`src/rtl/envelope_follower_bank.sv`:
```
// Envelope follower bank: rectifies one frame of N band samples and applies attack/release
// one-pole smoothing over a single shared datapath, one band per clock.
module envelope_follower_bank #(
  parameter int unsigned N             = 15,
  parameter int unsigned WIDTH         = 16,
  parameter int unsigned ATTACK_SHIFT  = 3,
  parameter int unsigned RELEASE_SHIFT = 8
) (
  input  logic                           clk,
  input  logic                           rst_n,
  input  logic signed [N-1:0][WIDTH-1:0] band_in,
  input  logic                           band_valid,
  input  logic                           env_clear,
  output logic signed [N-1:0][WIDTH-1:0] envelope_out,
  output logic                           envelope_valid,
  output logic                           busy,
  output logic                           overrun
);

  localparam int unsigned IdxW = (N > 1) ? $clog2(N) : 1;
  localparam logic [IdxW-1:0]  LastIdx = IdxW'(N - 1);
  localparam logic [WIDTH-1:0] MinVal  = {1'b1, {(WIDTH-1){1'b0}}};
  localparam logic [WIDTH:0]   MaxMag  = {2'b00, {(WIDTH-1){1'b1}}};
  localparam logic [WIDTH:0]   One     = (WIDTH+1)'(1);

  typedef enum logic [1:0] {StIdle, StProcess, StDone} state_e;

  state_e                    state_q;
  logic [IdxW-1:0]           index_q;
  logic [N-1:0][WIDTH-1:0]   band_reg_q;
  logic [N-1:0][WIDTH-1:0]   env_state_q;

  logic [WIDTH-1:0] cur;
  logic [WIDTH-1:0] neg;
  logic [WIDTH:0]   mag;
  logic [WIDTH:0]   env_e;
  logic [WIDTH:0]   diff;
  logic [WIDTH:0]   step;
  logic             attack;
  logic [WIDTH-1:0] env_nxt;

  // Shared datapath: magnitudes are kept unsigned in WIDTH+1 bits so |MIN| cannot wrap.
  always_comb begin
    cur = band_reg_q[index_q];
    neg = '0 - cur;
    if (cur == MinVal) begin
      mag = MaxMag;
    end else if (cur[WIDTH-1]) begin
      mag = {1'b0, neg};
    end else begin
      mag = {1'b0, cur};
    end
    env_e  = {1'b0, env_state_q[index_q]};
    attack = (mag > env_e);
    diff   = attack ? (mag - env_e) : (env_e - mag);
    step   = attack ? (diff >> ATTACK_SHIFT) : (diff >> RELEASE_SHIFT);
    // Minimum step of one so the envelope lands exactly on the input.
    if ((diff != '0) && (step == '0)) begin
      step = One;
    end
    env_nxt = attack ? WIDTH'(env_e + step) : WIDTH'(env_e - step);
  end

  always_ff @(posedge clk or negedge rst_n) begin
    if (!rst_n) begin
      state_q        <= StIdle;
      index_q        <= '0;
      band_reg_q     <= '0;
      env_state_q    <= '0;
      envelope_out   <= '0;
      envelope_valid <= 1'b0;
      overrun        <= 1'b0;
    end else begin
      envelope_valid <= 1'b0;
      unique case (state_q)
        StIdle: begin
          if (env_clear) begin
            env_state_q <= '0;
            if (band_valid) begin
              overrun <= 1'b1;
            end
          end else if (band_valid) begin
            band_reg_q <= band_in;
            index_q    <= '0;
            state_q    <= StProcess;
          end
        end
        StProcess: begin
          if (band_valid || env_clear) begin
            overrun <= 1'b1;
          end
          env_state_q[index_q] <= env_nxt;
          if (index_q == LastIdx) begin
            state_q <= StDone;
          end else begin
            index_q <= index_q + IdxW'(1);
          end
        end
        StDone: begin
          if (band_valid || env_clear) begin
            overrun <= 1'b1;
          end
          envelope_out   <= env_state_q;
          envelope_valid <= 1'b1;
          state_q        <= StIdle;
        end
        default: state_q <= StIdle;
      endcase
    end
  end

  assign busy = (state_q != StIdle);

endmodule

```
`config.mk`:
```
export PLATFORM = sky130hd
export DESIGN_NAME = envelope_follower_bank
export DESIGN_NICKNAME = d
export VERILOG_FILES = /design/src/rtl/envelope_follower_bank.sv
export SDC_FILE = /design/constraint.sdc
export NUM_CORES = 1
export LEC_CHECK = 0
export ABC_CLOCK_PERIOD_IN_PS = 11800
export BUFFER_PORTS_ARGS = -buffer_cell sky130_fd_sc_hd__clkbuf_2
export CAP_MARGIN = 10
export CORE_MARGIN = 8
export CORE_UTILIZATION = 25
export CTS_CLUSTER_DIAMETER = 150
export DETAILED_ROUTE_END_ITERATION = 10
export RECOVER_POWER = 100
export SLEW_MARGIN = 30
export SYNTH_ARGS = -nofsm -noshare
export SYNTH_HDL_FRONTEND = slang
export SYNTH_SLANG_ARGS = --single-unit
```
`constraint.sdc`:
```
create_clock -name clk -period 11.8 [get_ports clk]
set_input_delay 2.36 -clock clk [delete_from_list [all_inputs] [get_ports clk]]
set_output_delay 2.36 -clock clk [all_outputs]
set_load 0.005 [all_outputs]
```
; Yosys cells after proc, flatten, opt, wreduce, memory -nomap -nowiden
; Index checks and enable logic that the tools add are counted.
[totals]
reg_bits = 728
inputBits = 244
word_cells = 112
[op_classes]
add_sub_neg = 6
magnitude_cmp = 3
eq_ne = 10
n_mux = 28
n_bitwise = 1
reduce_logical = 15
[ops]
columns = operator, count
row1 = 240-bit case mux with 2 select lines, 1
row2 = 240-bit bitwise mux, 1
row3 = 240-bit 2-to-1 mux, 1
row4 = 16-bit binary-select mux with 4-bit select, 2
row5 = 16-bit 2-to-1 mux, 5
row6 = 16-bit demux with 4-bit select, 1
row7 = 17-bit 2-to-1 mux, 2
row8 = 14-bit 2-to-1 mux, 2
row9 = 17-bit by 16-bit greater-than comparator with 1-bit output, 1
row10 = 17-bit logical NOT, 1
row11 = 17-bit nonzero test, 1
row12 = 16-bit by 17-bit subtractor with 17-bit output, 1
row13 = 17-bit by 16-bit subtractor with 17-bit output, 1
row14 = 16-bit adder, 1
row15 = "16-bit equality test, second input constant", 1
row16 = "1-bit by 16-bit subtractor with 16-bit output, first input constant", 1
row17 = 16-bit subtractor, 1
row18 = 4-bit 2-to-1 mux, 3
row19 = "2-bit != test, second input constant", 5
row20 = 4-bit case mux with 2 select lines, 1
row21 = 4-bit AND reduction, 2
row22 = 2-bit 2-to-1 mux, 3
row23 = 3-bit AND reduction, 2
row24 = 2-bit nonzero test, 3
row25 = other kinds (16), 20

; Longest topological paths before layout
; Gate-level depths: netlist of the first run.
[depth]
word_depth = 15
depth_mapped = 46

; Least setup slack after synthesis of the first run
; No wires, ideal clock.
[synth_timing]
kind = register -> register
startpoint = register index_q[0]
endpoint = register env_state_q[159] (netlist bit)
setup_time_ns = 0.126
arrival_time_ns = 8.710
t_required_ns = 11.674
setup_slack_ns = 2.964
stages_incl_launch_ff = 45
synth_period_minus_slack_ns = 8.836
path_cell_list = dfrtp_1 -> buf_6 -> buf_8 -> buf_4 -> buf_4 -> mux4_2 -> mux4_2 -> inv_1 -> ha_1 -> inv_1 -> nor3_2 -> inv_2 -> nor3_2 -> buf_4 -> nor2_1 -> inv_2 -> ha_1 -> inv_1 -> (+9 left out) -> o21ai_0 -> inv_1 -> ha_1 -> o21ai_1 -> nor3_1 -> xnor2_1 -> a21oi_1 -> ha_1 -> o21a_1 -> o21ai_0 -> a21o_1 -> a311oi_1 -> a211oi_1 -> a21oi_1 -> xnor2_1 -> buf_2 -> nor3_1 -> a221o_1
[synth_between]
elab_chain_len = 15
elab_cells_between_ends = 27
cone_classes = 5 x add/sub / 3 x order compare / 1 x eq/ne / 14 x mux / 4 x reduce/logical
[synth_rtl]
columns = item, line_no
row1 = "start, declared", 29  ; logic [IdxW-1:0] index_q;
row2 = "start signal, assigned", 96  ; index_q <= index_q + IdxW'(1);
row3 = 16-bit binary-select mux with 4-bit select, 44  ; cur = band_reg_q[index_q];
row4 = 16-bit 2-to-1 mux (implied by the code), 44
row5 = 1-bit by 16-bit subtractor with 16-bit output, 45  ; neg = '0 - cur;
row6 = 16-bit 2-to-1 mux, 48  ; end else if (cur[WIDTH-1]) begin
row7 = 17-bit 2-to-1 mux, 46  ; if (cur == MinVal) begin
row8 = 16-bit by 17-bit subtractor with 17-bit output (tied with other cells), 55  ; diff = attack ? (mag - env_e) : (env_e - mag);
row9 = 17-bit 2-to-1 mux, 55
row10 = 14-bit 2-to-1 mux, 56  ; step = attack ? (diff >> ATTACK_SHIFT) : (diff >> RELEASE_SHIFT);
row11 = 17-bit logical NOT, 58  ; if ((diff != '0) && (step == '0)) begin
row12 = 1-bit logical AND, 58
row13 = 14-bit 2-to-1 mux, 58
row14 = 16-bit subtractor or 16-bit adder (tied branches), 61  ; env_nxt = attack ? WIDTH'(env_e + step) : WIDTH'(env_e - step);
row15 = 16-bit 2-to-1 mux, 61
row16 = 240-bit bitwise mux *, 92  ; env_state_q[index_q] <= env_nxt;
row17 = 240-bit case mux with 2 select lines *, 75  ; unique case (state_q)
row18 = "end signal, assigned by index", 92
row19 = "end, declared", 31  ; logic [N-1:0][WIDTH-1:0] env_state_q;
; Mark *: on every way between the ends. The rest lies on a longest branch, timed or not. The select of a mux whose other input is x is not followed.
; A chain may end at the register's enable or synchronous reset.

; Worst setup path in the final report of the first run
[layout_timing]
startpoint = register index_q[0]
endpoint = register env_state_q[222] (netlist bit)
; The elaborated chain is that of the path after synthesis.

==> results of run 1 <==
==> state kept, by name (all words and copies together), names as in the netlist <==
signal,flops
envelope_out,240
index_q,4
env_state_q,240
band_reg_q,240
state_q,2
overrun,1
envelope_valid,1
==> cell usage after synthesis (5+ instances only) <==
master       n  area [µm²]
mux2_2     486        5473
inv_1       44       165.2
or3_1        7       43.79
xor2_1      21       183.9
xnor2_1     27       236.5
ha_1        56       700.7
inv_2       11       41.29
o21a_1      12       90.09
nor3_1      38       190.2
a22o_1       5       43.79
o2bb2ai_1    6       52.55
o211ai_1    22       165.2
a21o_1      33       247.7
nand2_1    303        1137
nand4_1      8       50.05
mux4_2     110        2477
dfrtp_1    728       18220
or2_2        6       37.54
buf_6        5       56.30
and2_1       5       31.28
buf_1       12       45.04
nor2b_1     39       244.0
a221o_1     18       180.2
o31ai_1      5       37.54
a211oi_1    23       172.7
nand3_1     31       155.2
a21oi_1     69       345.3
mux2i_1     43       430.4
buf_2       25       125.1
o21ai_0    278        1391
and3_1      10       62.56
nand2b_1     6       37.54
clkbuf_1   133       499.2
a31oi_1      5       31.28
nor2_1      75       281.5
buf_4        9       67.56
o21ai_1      8       40.04
==> cells by family after synthesis <==
family,synth area share
AOI/OAI and AO/OA,0.09175
adders and majority gates,0.02211
buffers and inverters,0.02993
DFF,0.5295
and+or+nand+nor,0.07051
muxes,0.2436
xor gates and xnor gates,0.01269
==> per-stage QoR <==
step | hold WS (ns) | setup WS [ns]
2_1_floorplan | 0.4557 | 2.964
3_3_place_gp | 0.4514 | 1.386
3_5_place_dp | 0.4713 | 1.272
4_1_cts | 0.4950 | 1.253
5_1_grt | 0.5102 | 0.1697
6_report | 0.4860 | 1.020
==> cell usage in the layout (no fill, tap or decap), types with 37 or more instances in the layout <==
cell type,netlist,layout
nor2_1,75,75
nor3_1,38,38
mux2i_1,43,43
clkbuf_16,0,84
mux2_2,486,486
clkbuf_2,3,280
mux4_2,110,110
o21ai_0,278,280
a21oi_1,69,69
ha_1,56,56
dfrtp_1,728,724
clkbuf_1,133,251
inv_1,44,44
nor2b_1,39,37
nand2_1,303,303
==> layout make-up <==
cell class | instances | area share
Multi-Input combinational cell | 1816 | 0.3686
Tap cell | 1794 | 0.05441
Antenna cell | 7 | 0.0004246
Timing Repair Buffer | 541 | 0.06172
Clock buffer | 120 | 0.05786
Sequential cell | 728 | 0.4419
Clock inverter | 28 | 0.01010
Inverter | 55 | 0.005004
==> critical path, delay by kind of cell (launching register included) <==
| family | cells | cell delay (ns) |
|---|---|---|
| xor+xnor | 3 | 0.77 |
| simple gates | 9 | 1.60 |
| flops | 1 | 0.96 |
| compound gates | 15 | 3.75 |
| fa+ha+maj | 4 | 1.28 |
| buf+inv | 5 | 1.16 |
| mux | 2 | 1.04 |
==> per-layer routing <==
| layer | GRT usage | share of wire | vias to the layer above |
|---|---|---|---|
| met5 | 0 | 0.00064 | - |
| met4 | 0.05393 | 0.036 | 12 |
| met3 | 0.05424 | 0.091 | 188 |
| met2 | 0.2441 | 0.45 | 959 |
| met1 | 0.2023 | 0.42 | 12450 |
| li1 | - | - | 10950 |
==> path summary, 6_finish.rpt <==
path / startpoint / depth (start not counted) / end
worst max-delay path: index_q[0]$_DFFE_PN0P_ / 38 / env_state_q[222]$_DFFE_PN0P_
worst min-delay path: overrun$_DFFE_PN0P_ / 2 / overrun$_DFFE_PN0P_
worst max register to register: index_q[0]$_DFFE_PN0P_ / 38 / env_state_q[222]$_DFFE_PN0P_
worst min register to register: overrun$_DFFE_PN0P_ / 2 / overrun$_DFFE_PN0P_
max in group asynchronous: rst_n / 3 / envelope_out[25]$_DFFE_PN0P_
min in group asynchronous: rst_n / 1 / band_reg_q[144]$_DFFE_PN0P_
==> reports/metrics.yaml, run 1 <==
final_nets: 3528
syn_nets: 3090
synth.distinct_cells: 75
io-pin-count: 487
fmax_mhz: 92.76
setup_violations: 0
layout-drive-gt1-share: 0.3257
row_count: 136
synth-seq-cells: 728
cts_root_buffer: "clkbuf_16"
syn_area_per_cell_um2: 12.35
failed_checks: "capacitance limit, slew limit"
fin_crit_sh: 0.9136
place_congestion: 0.8845
die_w_um: 387.0
regArea_mm2: 0.01823
grt_pass1_vias: 25410
worstPathRequired_ns: 12.32
ys_warn_count: 0
period_needed_ns: 10.78
fillCellCount: 14050
crit_slowest_cell: "dfrtp_4"
async_reset_ff_frac: 1.000
grt_pass1_wl_um: 177300
drv_cap: 13
grt_max_degree: 175
cts_max_path_buffers: 3
grt.overflow.total: 0
ys_seq_area_frac: 0.5295
arrival_ns: 11.30
rrSetupSlack_ns: 1.02
wirelength_um: 121400
slew_viol_final: 942
grt_setup_unrepaired: "no"
clock_latency_ns: 0.68
via_count: 24560
firstDrtPassIters: 7
dp_cells: 4931
synth_top_flop_cell: "dfrtp_1"
fin_worst_skew_ns: 0.04677
htreeDepth: 3
crit_top_cell: "o21ai_0"
design_area_mm2: 0.04126
dpl_cell_area_mm2: 0.03885
fin_cells: 5089
multiInputGateArea_mm2: 0.01521
area_growth_pct: 19.91
cp_slowest_stage_delay_ns: 0.96
wl_per_cell_um: 23.85
ctsResizeCount: 0
worst_slew_pin_slew_ns: 4.926
cp-end-kind: "flip-flop"
die_area_mm2: 0.1498
grt.total_usage: 0.1566
final_util: 0.3012
vias_per_cell: 4.826
syn_inst: 2787
outcome: "complete, but fails checks"
netlist_area_mm2: 0.03441
postRouteAntennaNets: 0
die_h_um: 387.0
setup-tns-final_ns: 0
start_kind: "flip-flop"
dp_hpwl_um: 90190
initial_utilization: 0.2512
hp-class: "reg -> reg"
cts_setup_buffers: 0
cts_tree: "done"
synth-edff-count: 0
postCtsHoldBufs: 0
maxSlewHeadroom: -2.284
core-area_mm2: 0.1370
antenna_found_initial: 13
drt_iter0_drc: 2003
path_class: "reg -> reg"
critPathMaxFanout: 41
cts-buffers-inserted: 83
remaining_drc_errors: 0
clk_pin_slew_worst_paths_ns: 0.06
cts.sinks: 728
port_buffers: 486
hold_viol: 0
Power of run 1 is left out: the tool's default activity adds up to more than one toggle a clock period on the data nets, which glitch-free logic cannot reach.
==> run 2, diff against run 1 <==
Settings changed: CORE_UTILIZATION 25 to 35.
==> reports/metrics.yaml, run 2 (synthesized netlist as in run 1, its figures left out) <==
hp-class: "reg -> reg"  # unchanged
fin_cells: 4577  # was 5089
grt_pass1_vias: 25020  # was 25410
gr-usage-met1: 0.2718  # was 0.2023
setup-tns-final_ns: 0  # unchanged
fin_worst_skew_ns: 0.03840  # was 0.04677 ns
layout_common_cells: "dfrtp_1 (724), mux2_2 (486), nand2_1 (303)"  # unchanged
path_class: "reg -> reg"  # unchanged
final_common_cell: "dfrtp_1"  # unchanged
cp_slowest_stage_delay_ns: 1.05  # was 0.96 ns
maxSlewHeadroom: -4.275  # was -2.284
grtUsageMet2: 0.3257  # was 0.2441
clock_latency_ns: 0.66  # was 0.68 ns
rrSetupSlack_ns: 1.09  # was 1.02 ns
final_nets: 3522  # was 3528
hold-worst-slack_ns: 0.4754  # was 0.4860 ns
place_congestion: 0.8673  # was 0.8845
cts_setup_buffers: 0  # unchanged
cts_root_buffer: "clkbuf_16"  # unchanged
clk_pin_slew_worst_paths_ns: 0.06  # about the same
firstDrtPassIters: 5  # was 7
period_needed_ns: 10.71  # was 10.78 ns
hold_viol: 0  # unchanged
outcome: "complete, but fails checks"  # unchanged
final_util: 0.4139  # was 0.3012
cp-end-kind: "flip-flop"  # unchanged
worst_slew_pin_slew_ns: 7.913  # was 4.926 ns
area_growth_pct: 17.86  # was 19.91%
worstPathRequired_ns: 12.30  # was 12.32 ns
critPathMaxFanout: 40  # was 41
grt_pass1_wl_um: 170100  # was 177300 µm
port_buffers: 486  # unchanged
via_count: 24690  # was 24560
gr-usage-met3: 0.06479  # was 0.05424
wl_per_cell_um: 25.39  # was 23.85 µm
postCtsHoldBufs: 0  # unchanged
cts.sinks: 728  # unchanged
fmax_mhz: 93.36  # was 92.76 MHz
row_count: 115  # was 136
htreeDepth: 3  # unchanged
grt.overflow.total: 0  # unchanged
failed_checks: "capacitance limit, slew limit"  # unchanged
arrival_ns: 11.21  # was 11.30 ns
die_w_um: 329.5  # was 387.0 µm
core-area_mm2: 0.09799  # was 0.1370 mm²
remaining_drc_errors: 0  # unchanged
ctsResizeCount: 0  # unchanged
grt_max_degree: 150  # was 175
top_regs: "band_reg_q: 240 flops, env_state_q: 240 flops, envelope_out: 240 flops"  # unchanged
wirelength_um: 116200  # was 121400 µm
dp_hpwl_um: 84520  # was 90190 µm
vias_per_cell: 5.394  # was 4.826
slew_viol_final: 832  # was 942
layout-drive-gt1-share: 0.3287  # was 0.3257
die_area_mm2: 0.1086  # was 0.1498 mm²
cts-buffers-inserted: 82  # was 83
drv_cap: 10  # was 13
drt_iter0_drc: 1938  # was 2003
cts_tree: "done"  # unchanged
crit_slowest_cell: "xor2_1"  # was dfrtp_4
die_h_um: 329.5  # was 387.0 µm
io-pin-count: 487  # unchanged
start_kind: "flip-flop"  # unchanged
dp_cells: 4421  # was 4931
initial_utilization: 0.3511  # was 0.2512
fin_crit_sh: 0.9077  # was 0.9136
antenna_found_initial: 6  # was 13
crit_top_cell: "ha_1"  # was o21ai_0
postRouteAntennaNets: 0  # unchanged
setup_violations: 0  # unchanged
cts_max_path_buffers: 3  # unchanged
busiest_layer: "met2"  # unchanged
grt.total_usage: 0.2086  # was 0.1566
grt_setup_unrepaired: "no"  # unchanged
==> run 2: cell count changes in the layout (fill, tap and decap cells not counted), sizes merged, moves of 3 or more <==
cell,delta
clkbuf,-4
inv,-3
clkinv,+6
bufinv,-3
diode,-3
==> run 2: worst max-delay path, delay by kind of cell, from the launching register on <==
kind	cells	cell delay, ns
AND/OR/NAND/NOR	11	2.68
AO/OA/AOI/OAI	9	2.11
XOR/XNOR	2	1.43
adder cells (fa/ha/maj)	4	1.42
buffers and inverters	6	1.10
multiplexers	2	1.08
flip-flops	1	0.69
==> run 2: through the flow <==
step	area, µm²	worst slack (ns)
6_report	40550	1.089
3_3_place_gp	38150	1.403
2_1_floorplan	34410	2.964
5_1_grt	40550	0.2212
4_1_cts	40930	1.292
3_5_place_dp	38180	1.316
==> run 2: worst paths after layout <==
path / from / to / cells after the start
max: index_q[0]$_DFFE_PN0P_ / env_state_q[121]$_DFFE_PN0P_ / 34
max reg2reg: index_q[0]$_DFFE_PN0P_ / env_state_q[121]$_DFFE_PN0P_ / 34
min reg2reg: overrun$_DFFE_PN0P_ / overrun$_DFFE_PN0P_ / 2
max in group asynchronous: rst_n / env_state_q[192]$_DFFE_PN0P_ / 2
min: overrun$_DFFE_PN0P_ / overrun$_DFFE_PN0P_ / 2
min in group asynchronous: rst_n / env_state_q[109]$_DFFE_PN0P_ / 1
==> run 2: area by class of cell <==
cell class / instances / area [µm²]
antenna: 4 / 10.01
clock buffer: 122 / 2404
clock inverter: 29 / 344.1
fill: 9446 / 57430
inverter: 55 / 206.4
multi-input combinational: 1816 / 15200
sequential: 728 / 18230
tap: 1287 / 1610
timing repair buffer: 536 / 2549
==> run 2: layer usage <==
layer,vias up,wire length (µm)
met3,178,10500
li1,10920,-
met4,4,4313
met2,1015,53170
met1,12570,48190
met5,-,27
Power of run 2 is left out for the same reason.
